==> src/rtl/io_bridge_pkg.sv <==
`default_nettype none
// +----------------------------------------------------------------------------+
// | Package : io_bridge_pkg                                                     |
// | Purpose : Shared definitions for the VexRiscv IO bridge: register indices, |
// |           status-word bit positions and the machine-timer compare reset.   |
// | Rev     : 1.0  initial release                                             |
// +----------------------------------------------------------------------------+
package io_bridge_pkg;

  // Word index of each IO register. PWM duty registers occupy
  // REG_PWM_BASE .. REG_PWM_BASE+NUM_PWM-1.
  typedef enum logic [7:0] {
    REG_SCRATCH   = 8'd0,
    REG_UART_TX   = 8'd1,
    REG_UART_RX   = 8'd2,
    REG_UART_STAT = 8'd3,
    REG_GPIO_OUT  = 8'd4,
    REG_GPIO_IN   = 8'd5,
    REG_TIME_LO   = 8'd6,
    REG_TIME_HI   = 8'd7,
    REG_CMP_LO    = 8'd8,
    REG_CMP_HI    = 8'd9,
    REG_IRQ_EN    = 8'd10,
    REG_PWM_BASE  = 8'd11
  } io_reg_e;

  // Status word bit positions
  localparam int TX_FULL_BIT  = 31;
  localparam int TX_EMPTY_BIT = 30;
  localparam int RX_VALID_BIT = 31;
  localparam int RX_OVF_BIT   = 31;
  localparam int TX_OVF_BIT   = 30;

  // mtimecmp powers up at its maximum so the interrupt cannot fire early
  localparam logic [63:0] TIMER_RESET_CMP = '1;

endpackage : io_bridge_pkg
`default_nettype wire

==> src/rtl/io_sync_fifo.sv <==
`default_nettype none
// +----------------------------------------------------------------------------+
// | Module  : io_sync_fifo                                                      |
// | Purpose : Single-clock first-word-fall-through FIFO. Pointers carry one    |
// |           extra MSB so full/empty are distinguished without a counter.     |
// | Ports   : clk, reset (sync, active high), push/wdata, pop/rdata,           |
// |           full, empty, level (0..DEPTH)                                    |
// | Rev     : 1.0  initial release                                             |
// +----------------------------------------------------------------------------+
module io_sync_fifo #(
  parameter int DATA_WL = 8,
  parameter int DEPTH   = 16
) (
  input  logic                       clk,
  input  logic                       reset,
  input  logic                       push,
  input  logic [DATA_WL-1:0]         wdata,
  input  logic                       pop,
  output logic [DATA_WL-1:0]         rdata,
  output logic                       full,
  output logic                       empty,
  output logic [$clog2(DEPTH):0]     level
);
  localparam int AW = $clog2(DEPTH);

  logic [AW:0]         wr_q, wr_d, rd_q, rd_d;
  logic [DATA_WL-1:0]  mem_q [DEPTH];
  logic                do_push, do_pop;

  assign empty = (wr_q == rd_q);
  assign full  = (wr_q[AW] != rd_q[AW]) && (wr_q[AW-1:0] == rd_q[AW-1:0]);
  assign level = wr_q - rd_q;
  assign rdata = mem_q[rd_q[AW-1:0]];

  always_comb begin
    do_pop  = pop && !empty;
    // A push into a full FIFO is accepted only when a pop frees the slot
    do_push = push && (!full || do_pop);
    wr_d    = do_push ? wr_q + 1'b1 : wr_q;
    rd_d    = do_pop  ? rd_q + 1'b1 : rd_q;
  end

  always_ff @(posedge clk) begin
    if (reset) begin
      wr_q <= '0;
      rd_q <= '0;
    end else begin
      wr_q <= wr_d;
      rd_q <= rd_d;
    end
  end

  // Storage needs no reset: pointers define which entries are valid
  always_ff @(posedge clk) begin
    if (do_push) mem_q[wr_q[AW-1:0]] <= wdata;
  end

endmodule : io_sync_fifo
`default_nettype wire

==> src/rtl/vexriscv_io_bridge.sv <==
`default_nettype none
// +----------------------------------------------------------------------------+
// | Module  : vexriscv_io_bridge                                                |
// | Purpose : IO-space slave for the VexRiscv dBus: scratch, buffered UART     |
// |           TX/RX FIFOs, GPIO, PWM duty registers and optional machine timer.|
// | Ports   : cmd_* (dBus IO command in), rsp_* (read response, 1 cycle later),|
// |           uart_tx_* / uart_rx_* (uart_lite), gpio_out/gpio_in,            |
// |           pwm_dcycle (packed duties), timer_irq                            |
// | Config  : define IO_BRIDGE_TIMER_EN to build the 64-bit timer, compare and |
// |           IRQ_EN registers; otherwise they read 0 and timer_irq is 0.      |
// | Rev     : 1.0  initial release                                             |
// +----------------------------------------------------------------------------+
module vexriscv_io_bridge
  import io_bridge_pkg::*;
#(
  parameter int DATA_WL      = 32,
  parameter int IO_REG_SPACE = 32,
  parameter int IO_ADDR_WL   = $clog2(IO_REG_SPACE),
  parameter int NUM_PWM      = 4,
  parameter int PWM_WL       = 16,
  parameter int GPIO_OUT_WL  = 8,
  parameter int GPIO_IN_WL   = 8,
  parameter int FIFO_DEPTH   = 16,
  parameter int TIMER_DIV    = 1
) (
  input  logic                      clk,
  input  logic                      reset,
  input  logic                      cmd_valid,
  input  logic                      cmd_wr,
  input  logic [IO_ADDR_WL-1:0]     cmd_addr,
  input  logic [DATA_WL-1:0]        cmd_wdata,
  output logic                      rsp_valid,
  output logic [DATA_WL-1:0]        rsp_data,
  input  logic                      uart_tx_rdy,
  output logic                      uart_tx_vld,
  output logic [7:0]                uart_tx_data,
  input  logic                      uart_rx_valid,
  input  logic [7:0]                uart_rx_data,
  output logic [GPIO_OUT_WL-1:0]    gpio_out,
  input  logic [GPIO_IN_WL-1:0]     gpio_in,
  output logic [NUM_PWM*PWM_WL-1:0] pwm_dcycle,
  output logic                      timer_irq
);
  localparam int LVL_WL = $clog2(FIFO_DEPTH) + 1;

  logic [7:0] reg_idx;
  logic       rd_en, wr_en;
  assign reg_idx = 8'(cmd_addr);
  assign rd_en   = cmd_valid && !cmd_wr;
  assign wr_en   = cmd_valid &&  cmd_wr;

  // FIFO interfaces
  logic              tx_push, tx_pop, tx_full, tx_empty;
  logic              rx_pop, rx_full, rx_empty;
  logic [7:0]        tx_rdata, rx_rdata;
  logic [LVL_WL-1:0] tx_level, rx_level;
  logic              tx_issue;

  // Registers
  logic [DATA_WL-1:0]     scratch_q, scratch_d;
  logic [GPIO_OUT_WL-1:0] gpio_out_q, gpio_out_d;
  logic [GPIO_IN_WL-1:0]  gpio_in_q, gpio_in_d;
  logic [PWM_WL-1:0]      pwm_q [NUM_PWM];
  logic [PWM_WL-1:0]      pwm_d [NUM_PWM];
  logic                   tx_ovf_q, tx_ovf_d, rx_ovf_q, rx_ovf_d;
  logic                   in_flight_q, in_flight_d;
  logic                   tx_vld_q, tx_vld_d;
  logic [7:0]             tx_data_q, tx_data_d;
  logic                   rsp_valid_q, rsp_valid_d;
  logic [DATA_WL-1:0]     rsp_data_q, rsp_data_d;
  logic [DATA_WL-1:0]     rd_mux, timer_rdata;

  io_sync_fifo #(.DATA_WL(8), .DEPTH(FIFO_DEPTH)) u_tx_fifo (
    .clk(clk), .reset(reset), .push(tx_push), .wdata(cmd_wdata[7:0]),
    .pop(tx_pop), .rdata(tx_rdata), .full(tx_full), .empty(tx_empty),
    .level(tx_level)
  );

  io_sync_fifo #(.DATA_WL(8), .DEPTH(FIFO_DEPTH)) u_rx_fifo (
    .clk(clk), .reset(reset), .push(uart_rx_valid), .wdata(uart_rx_data),
    .pop(rx_pop), .rdata(rx_rdata), .full(rx_full), .empty(rx_empty),
    .level(rx_level)
  );

  always_comb begin
    scratch_d   = scratch_q;
    gpio_out_d  = gpio_out_q;
    gpio_in_d   = gpio_in;
    pwm_d       = pwm_q;
    tx_ovf_d    = tx_ovf_q;
    rx_ovf_d    = rx_ovf_q;
    rd_mux      = '0;

    // One byte per ready window: in_flight blocks re-issue until uart_lite
    // drops ready to acknowledge it has taken the byte.
    tx_issue    = uart_tx_rdy && !in_flight_q && !tx_empty;
    tx_pop      = tx_issue;
    tx_vld_d    = tx_issue;
    tx_data_d   = tx_issue ? tx_rdata : tx_data_q;
    in_flight_d = tx_issue ? 1'b1 : (uart_tx_rdy ? in_flight_q : 1'b0);

    tx_push = wr_en && (reg_idx == REG_UART_TX) && !tx_full;
    rx_pop  = rd_en && (reg_idx == REG_UART_RX);

    // Status read clears the sticky bits; an overflow in the same cycle wins
    if (rd_en && (reg_idx == REG_UART_STAT)) begin
      tx_ovf_d = 1'b0;
      rx_ovf_d = 1'b0;
    end
    if (wr_en && (reg_idx == REG_UART_TX) && tx_full) tx_ovf_d = 1'b1;
    if (uart_rx_valid && rx_full && !(rx_pop && !rx_empty)) rx_ovf_d = 1'b1;

    if (wr_en) begin
      case (reg_idx)
        REG_SCRATCH:  scratch_d  = cmd_wdata;
        REG_GPIO_OUT: gpio_out_d = cmd_wdata[GPIO_OUT_WL-1:0];
        default: ;
      endcase
      for (int k = 0; k < NUM_PWM; k++) begin
        if (reg_idx == 8'(REG_PWM_BASE) + 8'(k)) pwm_d[k] = cmd_wdata[PWM_WL-1:0];
      end
    end

    case (reg_idx)
      REG_SCRATCH: rd_mux = scratch_q;
      REG_UART_TX: begin
        rd_mux[TX_FULL_BIT]  = tx_full;
        rd_mux[TX_EMPTY_BIT] = tx_empty;
        rd_mux[7:0]          = 8'(tx_level);
      end
      REG_UART_RX: begin
        rd_mux[RX_VALID_BIT] = !rx_empty;
        rd_mux[7:0]          = rx_empty ? 8'h00 : rx_rdata;
      end
      REG_UART_STAT: begin
        rd_mux[RX_OVF_BIT] = rx_ovf_q;
        rd_mux[TX_OVF_BIT] = tx_ovf_q;
        rd_mux[15:8]       = 8'(rx_level);
      end
      REG_GPIO_OUT: rd_mux = DATA_WL'(gpio_out_q);
      REG_GPIO_IN:  rd_mux = DATA_WL'(gpio_in_q);
      REG_TIME_LO, REG_TIME_HI, REG_CMP_LO, REG_CMP_HI, REG_IRQ_EN:
        rd_mux = timer_rdata;
      default: ;
    endcase
    for (int k = 0; k < NUM_PWM; k++) begin
      if (reg_idx == 8'(REG_PWM_BASE) + 8'(k)) rd_mux = DATA_WL'(pwm_q[k]);
    end

    rsp_valid_d = rd_en;
    rsp_data_d  = rd_en ? rd_mux : '0;
  end

  always_ff @(posedge clk) begin
    if (reset) begin
      scratch_q   <= '0;
      gpio_out_q  <= '0;
      gpio_in_q   <= '0;
      for (int k = 0; k < NUM_PWM; k++) pwm_q[k] <= '0;
      tx_ovf_q    <= 1'b0;
      rx_ovf_q    <= 1'b0;
      in_flight_q <= 1'b0;
      tx_vld_q    <= 1'b0;
      tx_data_q   <= '0;
      rsp_valid_q <= 1'b0;
      rsp_data_q  <= '0;
    end else begin
      scratch_q   <= scratch_d;
      gpio_out_q  <= gpio_out_d;
      gpio_in_q   <= gpio_in_d;
      pwm_q       <= pwm_d;
      tx_ovf_q    <= tx_ovf_d;
      rx_ovf_q    <= rx_ovf_d;
      in_flight_q <= in_flight_d;
      tx_vld_q    <= tx_vld_d;
      tx_data_q   <= tx_data_d;
      rsp_valid_q <= rsp_valid_d;
      rsp_data_q  <= rsp_data_d;
    end
  end

  assign rsp_valid    = rsp_valid_q;
  assign rsp_data     = rsp_data_q;
  assign uart_tx_vld  = tx_vld_q;
  assign uart_tx_data = tx_data_q;
  assign gpio_out     = gpio_out_q;

  for (genvar k = 0; k < NUM_PWM; k++) begin : g_pwm
    assign pwm_dcycle[k*PWM_WL +: PWM_WL] = pwm_q[k];
  end

`ifdef IO_BRIDGE_TIMER_EN
  localparam int DIV_WL = (TIMER_DIV > 1) ? $clog2(TIMER_DIV) : 1;

  logic [DIV_WL-1:0] div_q, div_d;
  logic [63:0]       mtime_q, mtime_d, mtimecmp_q, mtimecmp_d;
  logic [31:0]       snap_q, snap_d;
  logic              irq_en_q, irq_en_d, timer_irq_q, timer_irq_d;
  logic              tick;

  always_comb begin
    tick       = (div_q == DIV_WL'(TIMER_DIV - 1));
    div_d      = tick ? '0 : div_q + 1'b1;
    mtime_d    = mtime_q + 64'(tick);
    mtimecmp_d = mtimecmp_q;
    irq_en_d   = irq_en_q;
    // Reading the low half freezes the high half so a 64-bit read is coherent
    snap_d     = (rd_en && (reg_idx == REG_TIME_LO)) ? mtime_q[63:32] : snap_q;
    if (wr_en) begin
      case (reg_idx)
        REG_TIME_LO: mtime_d[31:0]     = cmd_wdata[31:0];
        REG_TIME_HI: mtime_d[63:32]    = cmd_wdata[31:0];
        REG_CMP_LO:  mtimecmp_d[31:0]  = cmd_wdata[31:0];
        REG_CMP_HI:  mtimecmp_d[63:32] = cmd_wdata[31:0];
        REG_IRQ_EN:  irq_en_d          = cmd_wdata[0];
        default: ;
      endcase
    end
    timer_irq_d = irq_en_q && (mtime_q >= mtimecmp_q);
    timer_rdata = '0;
    case (reg_idx)
      REG_TIME_LO: timer_rdata = DATA_WL'(mtime_q[31:0]);
      REG_TIME_HI: timer_rdata = DATA_WL'(snap_q);
      REG_CMP_LO:  timer_rdata = DATA_WL'(mtimecmp_q[31:0]);
      REG_CMP_HI:  timer_rdata = DATA_WL'(mtimecmp_q[63:32]);
      REG_IRQ_EN:  timer_rdata = DATA_WL'(irq_en_q);
      default: ;
    endcase
  end

  always_ff @(posedge clk) begin
    if (reset) begin
      div_q       <= '0;
      mtime_q     <= '0;
      mtimecmp_q  <= TIMER_RESET_CMP;
      snap_q      <= '0;
      irq_en_q    <= 1'b0;
      timer_irq_q <= 1'b0;
    end else begin
      div_q       <= div_d;
      mtime_q     <= mtime_d;
      mtimecmp_q  <= mtimecmp_d;
      snap_q      <= snap_d;
      irq_en_q    <= irq_en_d;
      timer_irq_q <= timer_irq_d;
    end
  end

  assign timer_irq = timer_irq_q;
`else
  assign timer_rdata = '0;
  assign timer_irq   = 1'b0;
`endif

endmodule : vexriscv_io_bridge
`default_nettype wire

==> config.mk <==
export PLATFORM = sky130hd
export DESIGN_NAME = vexriscv_io_bridge
export DESIGN_NICKNAME = d
export VERILOG_FILES = /design/src/rtl/io_bridge_pkg.sv /design/src/rtl/io_sync_fifo.sv /design/src/rtl/vexriscv_io_bridge.sv
export SDC_FILE = /design/constraint.sdc
export NUM_CORES = 1
export LEC_CHECK = 0
export ABC_AREA = 1
export ABC_CLOCK_PERIOD_IN_PS = 2860
export CORE_MARGIN = 3
export CORE_UTILIZATION = 45
export CTS_CLUSTER_SIZE = 25
export DETAILED_ROUTE_END_ITERATION = 10
export GPL_TIMING_DRIVEN = 0
export PLACE_DENSITY = 0.65
export SYNTH_ARGS = -nofsm -noshare
export SYNTH_HDL_FRONTEND = slang
export SYNTH_HIERARCHICAL = 1
export SYNTH_SLANG_ARGS = --single-unit
==> constraint.sdc <==
create_clock -name clk -period 2.86 [get_ports clk]
set_clock_uncertainty 0.1 [all_clocks]
set_input_delay 0.286 -clock clk [delete_from_list [all_inputs] [get_ports clk]]
set_output_delay 0.286 -clock clk [all_outputs]
set_load 0.005 [all_outputs]
==> flow_summary.toml <==
[outcome]
outcome = "complete, no violations"

[critical_path]
rrSetupSlack_ns = 0.18
worstPathArrival_ns = 2.90
start_kind = "input pin"
crit_path_top_delay_cell = "sky130_fd_sc_hd__clkdlybuf4s50_1"
data_required_time_at_the_worst_endpoint_ns = 2.96
cp_cell_sequence = "clkdlybuf4s50_1 -> nor2_1 -> buf_2 -> inv_2 -> nor2_2 -> nand2_1 -> inv_1 -> inv_1 -> nand3_4 -> nand2_4 -> inv_4 -> nand2_2 -> nor2_2"
path_max_fanout = 10
timing_worst_setup_path_type = "input pin to flip-flop"
critical_path.max_stage_delay_ns = 0.50
crit_path_end_kind = "flip-flop"

[cells_and_area]
final_layout_size_suffix_gt1_share_pct = 10.85
area.growth.synth_to_final_pct = 22.85
fin_area_sq_um = 23000
finish.utilization_pct = 56.19
number_of_nets_in_the_final_layout = 2318
final_cells = 2811

[clock_tree]
cts_tree = "built"
clk_transition_reported_paths_ns = 0.06
cts_root_buffer = "sky130_fd_sc_hd__clkbuf_16"
htree_levels = 2
clock_path_buffers = 3
clock_sinks = 441
insertion_delay_ns = 0.57
post_cts_hold_buffer_count = 0
cts_inserted_buffers = 47

[drt]
routedLengthMet1_um = 23110
detailedRoute.firstPassIterationCount = 5
number_of_design_rule_violations_left_after_detail_routing = 0
total_detailed_routing_wirelength_um = 54470
detail-route-antenna-nets = 0
detailroute.via_count = 15050
wire_per_inst_um = 19.38
routed-wl-met2_um = 25750
detail_route.vias_per_cell = 5.355
dr.max_layer_used = "met5"
length_of_routed_met3_wiring_um = 3791
drt_first_iter_violations = 1457

[die]
die_h_um = 210.0
floorplan.rows = 74
count_of_pins_on_the_block_boundary = 174
floorplan.core_area_sq_um = 40920
die_width_um = 210.0
initial_core_util_pct = 45.74
design.die.area_sq_um = 44080

[synthesis]
synthesis_stage_register_bit_count = 441
synth.cells.most_frequent = "sky130_fd_sc_hd__nand2_1 (431), sky130_fd_sc_hd__nor2_1 (278), sky130_fd_sc_hd__edfxtp_1 (256)"
postSynth.asyncResetShare_pct = 0
yosys-top-cells-area = "sky130_fd_sc_hd__edfxtp_1 (41%), sky130_fd_sc_hd__dfxtp_1 (20%), sky130_fd_sc_hd__nand2_1 (8.6%)"
post_synth_num_cell_types = 39
ys.warnings.count = 6
post_synth.cell_area_avg_sq_um = 9.285
synthesis.area_sq_um = 18720
count_of_flip_flops_with_a_built_in_enable_after_synthesis = 256
synthesis.instances = 2016
netlist.top_cell.by_area = "sky130_fd_sc_hd__edfxtp_1"
synth_nets = 2095
synth-main-ff-cell = "sky130_fd_sc_hd__edfxtp_1"
seq_area_frac_synth_pct = 60.86
synth.most_common_cell = "sky130_fd_sc_hd__nand2_1"
post-synth-top-area-fraction_pct = 41.07

[power]
total_switching_power_mw = 2.834
power.internal_mw = 10.62
total_power_mw = 13.45
power.switching_fraction_pct = 21.07
clock_power_share_pct = 45.7
p_seq_share_pct = 50.4
combinational_group_share_of_total_power_pct = 3.9
power_leakage_nw = 8.694
ir_worst_vdd_mv = 0.4989
power_density_relative_to_cell_area_nw_per_um2 = 584.9

[timing]
period_share_pct = 97.89
setup-tns-final_ns = 0
maxSlewHeadroom_pct = 11.26
finalHoldViolations = 0
final-setup-viol-count = 0
final_max_slew_viol_count = 0
worstMarginPinSlew_ns = 1.327
grt_setup_unrepaired = "true"
clock.fmax_mhz = 357.2
fin_crit_ns = 2.800

[global_route]
global_route.usage.total_pct = 24.05
first_global_vias = 14210
grt_pass1_wl_um = 82700
grt_start_max_net_pins = 23
grt_antenna_before_repair = 3
grt_overflow_total = 0

[place]
finalWeightedCongestion = 0.9145
placed_area_sq_um = 21120
hpwlAfterDp_um = 38490
port-buffer-count = 172
dpl.cell_count = 2720

[hold_path]
min_path_type = "input pin to flip-flop"

[job]
timing.max_cap.violations = 0
cell families (layout without fill, tap and decap cells):
logic type | count (synthesis) | in the layout | share of synthesized area, %
XOR/XNOR | 10 | 10 | 0.4679
AND/OR/NAND/NOR | 978 | 978 | 22.67
adder cells (fa/ha/maj) | 20 | 20 | 1.417
other | 1 | 3 | 0.02003
buffers and inverters | 280 | 541 | 6.457
AO/OA/AOI/OAI | 286 | 286 | 8.108
flip-flops | 441 | 441 | 60.86
critical path: cells and delay by family:
| kind | cells | cell delay, ns |
|---|---|---|
| buffers and inverters | 6 | 1.21 |
| and+or+nand+nor | 7 | 1.39 |
flip-flops by register name, indices dropped and copies added, names as in the netlist, 8 cells and up, named ones only:
register,cells
u_tx_fifo/mem_q,128
pwm_dcycle,64
uart_tx_data,8
gpio_out,8
u_rx_fifo/mem_q,128
rsp_data,32
gpio_in_q,8
scratch_q,32
per-stage QoR:
step           setup slack [ns]  hold slack (ns)
2_1_floorplan          -0.07570           0.2551
3_3_place_gp            -0.9920           0.3234
3_5_place_dp             -1.019           0.3313
4_1_cts                 -0.1269           0.1369
5_1_grt                 -0.1063           0.1479
6_report                0.06033           0.1527
area by class of cell:
type | count | area (sq um)
fillers | 3642 | 17930
plain buffers | 94 | 495.5
repair buffers | 176 | 1789
inverters | 184 | 709.4
clock inverters | 21 | 215.2
flip-flops and latches | 441 | 11400
diodes | 2 | 5.005
well taps | 532 | 665.6
clock buffers | 66 | 1369
multi-input cells | 1295 | 6351
worst paths after layout:
kind                      from               endpoint  cells after the start
min                 gpio_in[1]           gpio_in_q[1]                      3
max                cmd_addr[3]  u_rx_fifo/mem_q[1][2]                     13
min reg2reg      scratch_q[18]           rsp_data[18]                      2
max reg2reg  u_tx_fifo/wr_q[3]  u_tx_fifo/mem_q[2][4]                     12
power groups by stage:
stage               registers (mW)  logic (mW)  clock network [mW]
finish                        6.78       0.530                6.14
global route                  6.78       0.571                6.50
CTS                           6.77       0.521                6.23
detailed placement            6.91       0.514                   0
global placement              6.91       0.505                   0
floorplan                     6.90       0.215                   0
repair_timing:
action | in CTS | in global routing
endpoints found under the setup margin | 216 | 257
pin swaps | 1 | 5
gates resized for setup | 40 | 23
endpoints found under the hold margin | 0 | 0
buffers inserted | 1 | 3
cells in the final DEF, fill, tap and decap left out, types with 6 or more instances in the layout:
cell type                         count
sky130_fd_sc_hd__inv_2               15
sky130_fd_sc_hd__dfxtp_1            181
sky130_fd_sc_hd__edfxtp_1           256
sky130_fd_sc_hd__ha_1                18
sky130_fd_sc_hd__a21oi_1            101
sky130_fd_sc_hd__o211ai_1            26
sky130_fd_sc_hd__buf_4               14
sky130_fd_sc_hd__inv_1              161
sky130_fd_sc_hd__clkdlybuf4s50_1    172
sky130_fd_sc_hd__nor2_2              21
sky130_fd_sc_hd__xor2_1              10
sky130_fd_sc_hd__nand3_1            182
sky130_fd_sc_hd__nand2_1            430
sky130_fd_sc_hd__nand2_2             17
sky130_fd_sc_hd__nand4_1             28
sky130_fd_sc_hd__clkinv_1             8
sky130_fd_sc_hd__nor2_1             247
sky130_fd_sc_hd__clkbuf_8            10
sky130_fd_sc_hd__buf_6                6
sky130_fd_sc_hd__o21ai_1             46
sky130_fd_sc_hd__nor2_4              32
sky130_fd_sc_hd__nand2_4              6
sky130_fd_sc_hd__buf_2               39
sky130_fd_sc_hd__clkinv_2             8
sky130_fd_sc_hd__clkbuf_1            39
sky130_fd_sc_hd__o21ai_0            102
sky130_fd_sc_hd__clkbuf_16           48
per-layer routing:
| layer | GRT usage (%) | up-vias |
|---|---|---|
| li1 | - | 7154 |
| met1 | 33.29 | 7195 |
| met2 | 39.18 | 589 |
| met3 | 3.423 | 112 |
| met4 | 8.337 | 2 |
| met5 | 0 | - |
No activity file was read; power rests on OpenSTA's default activity.
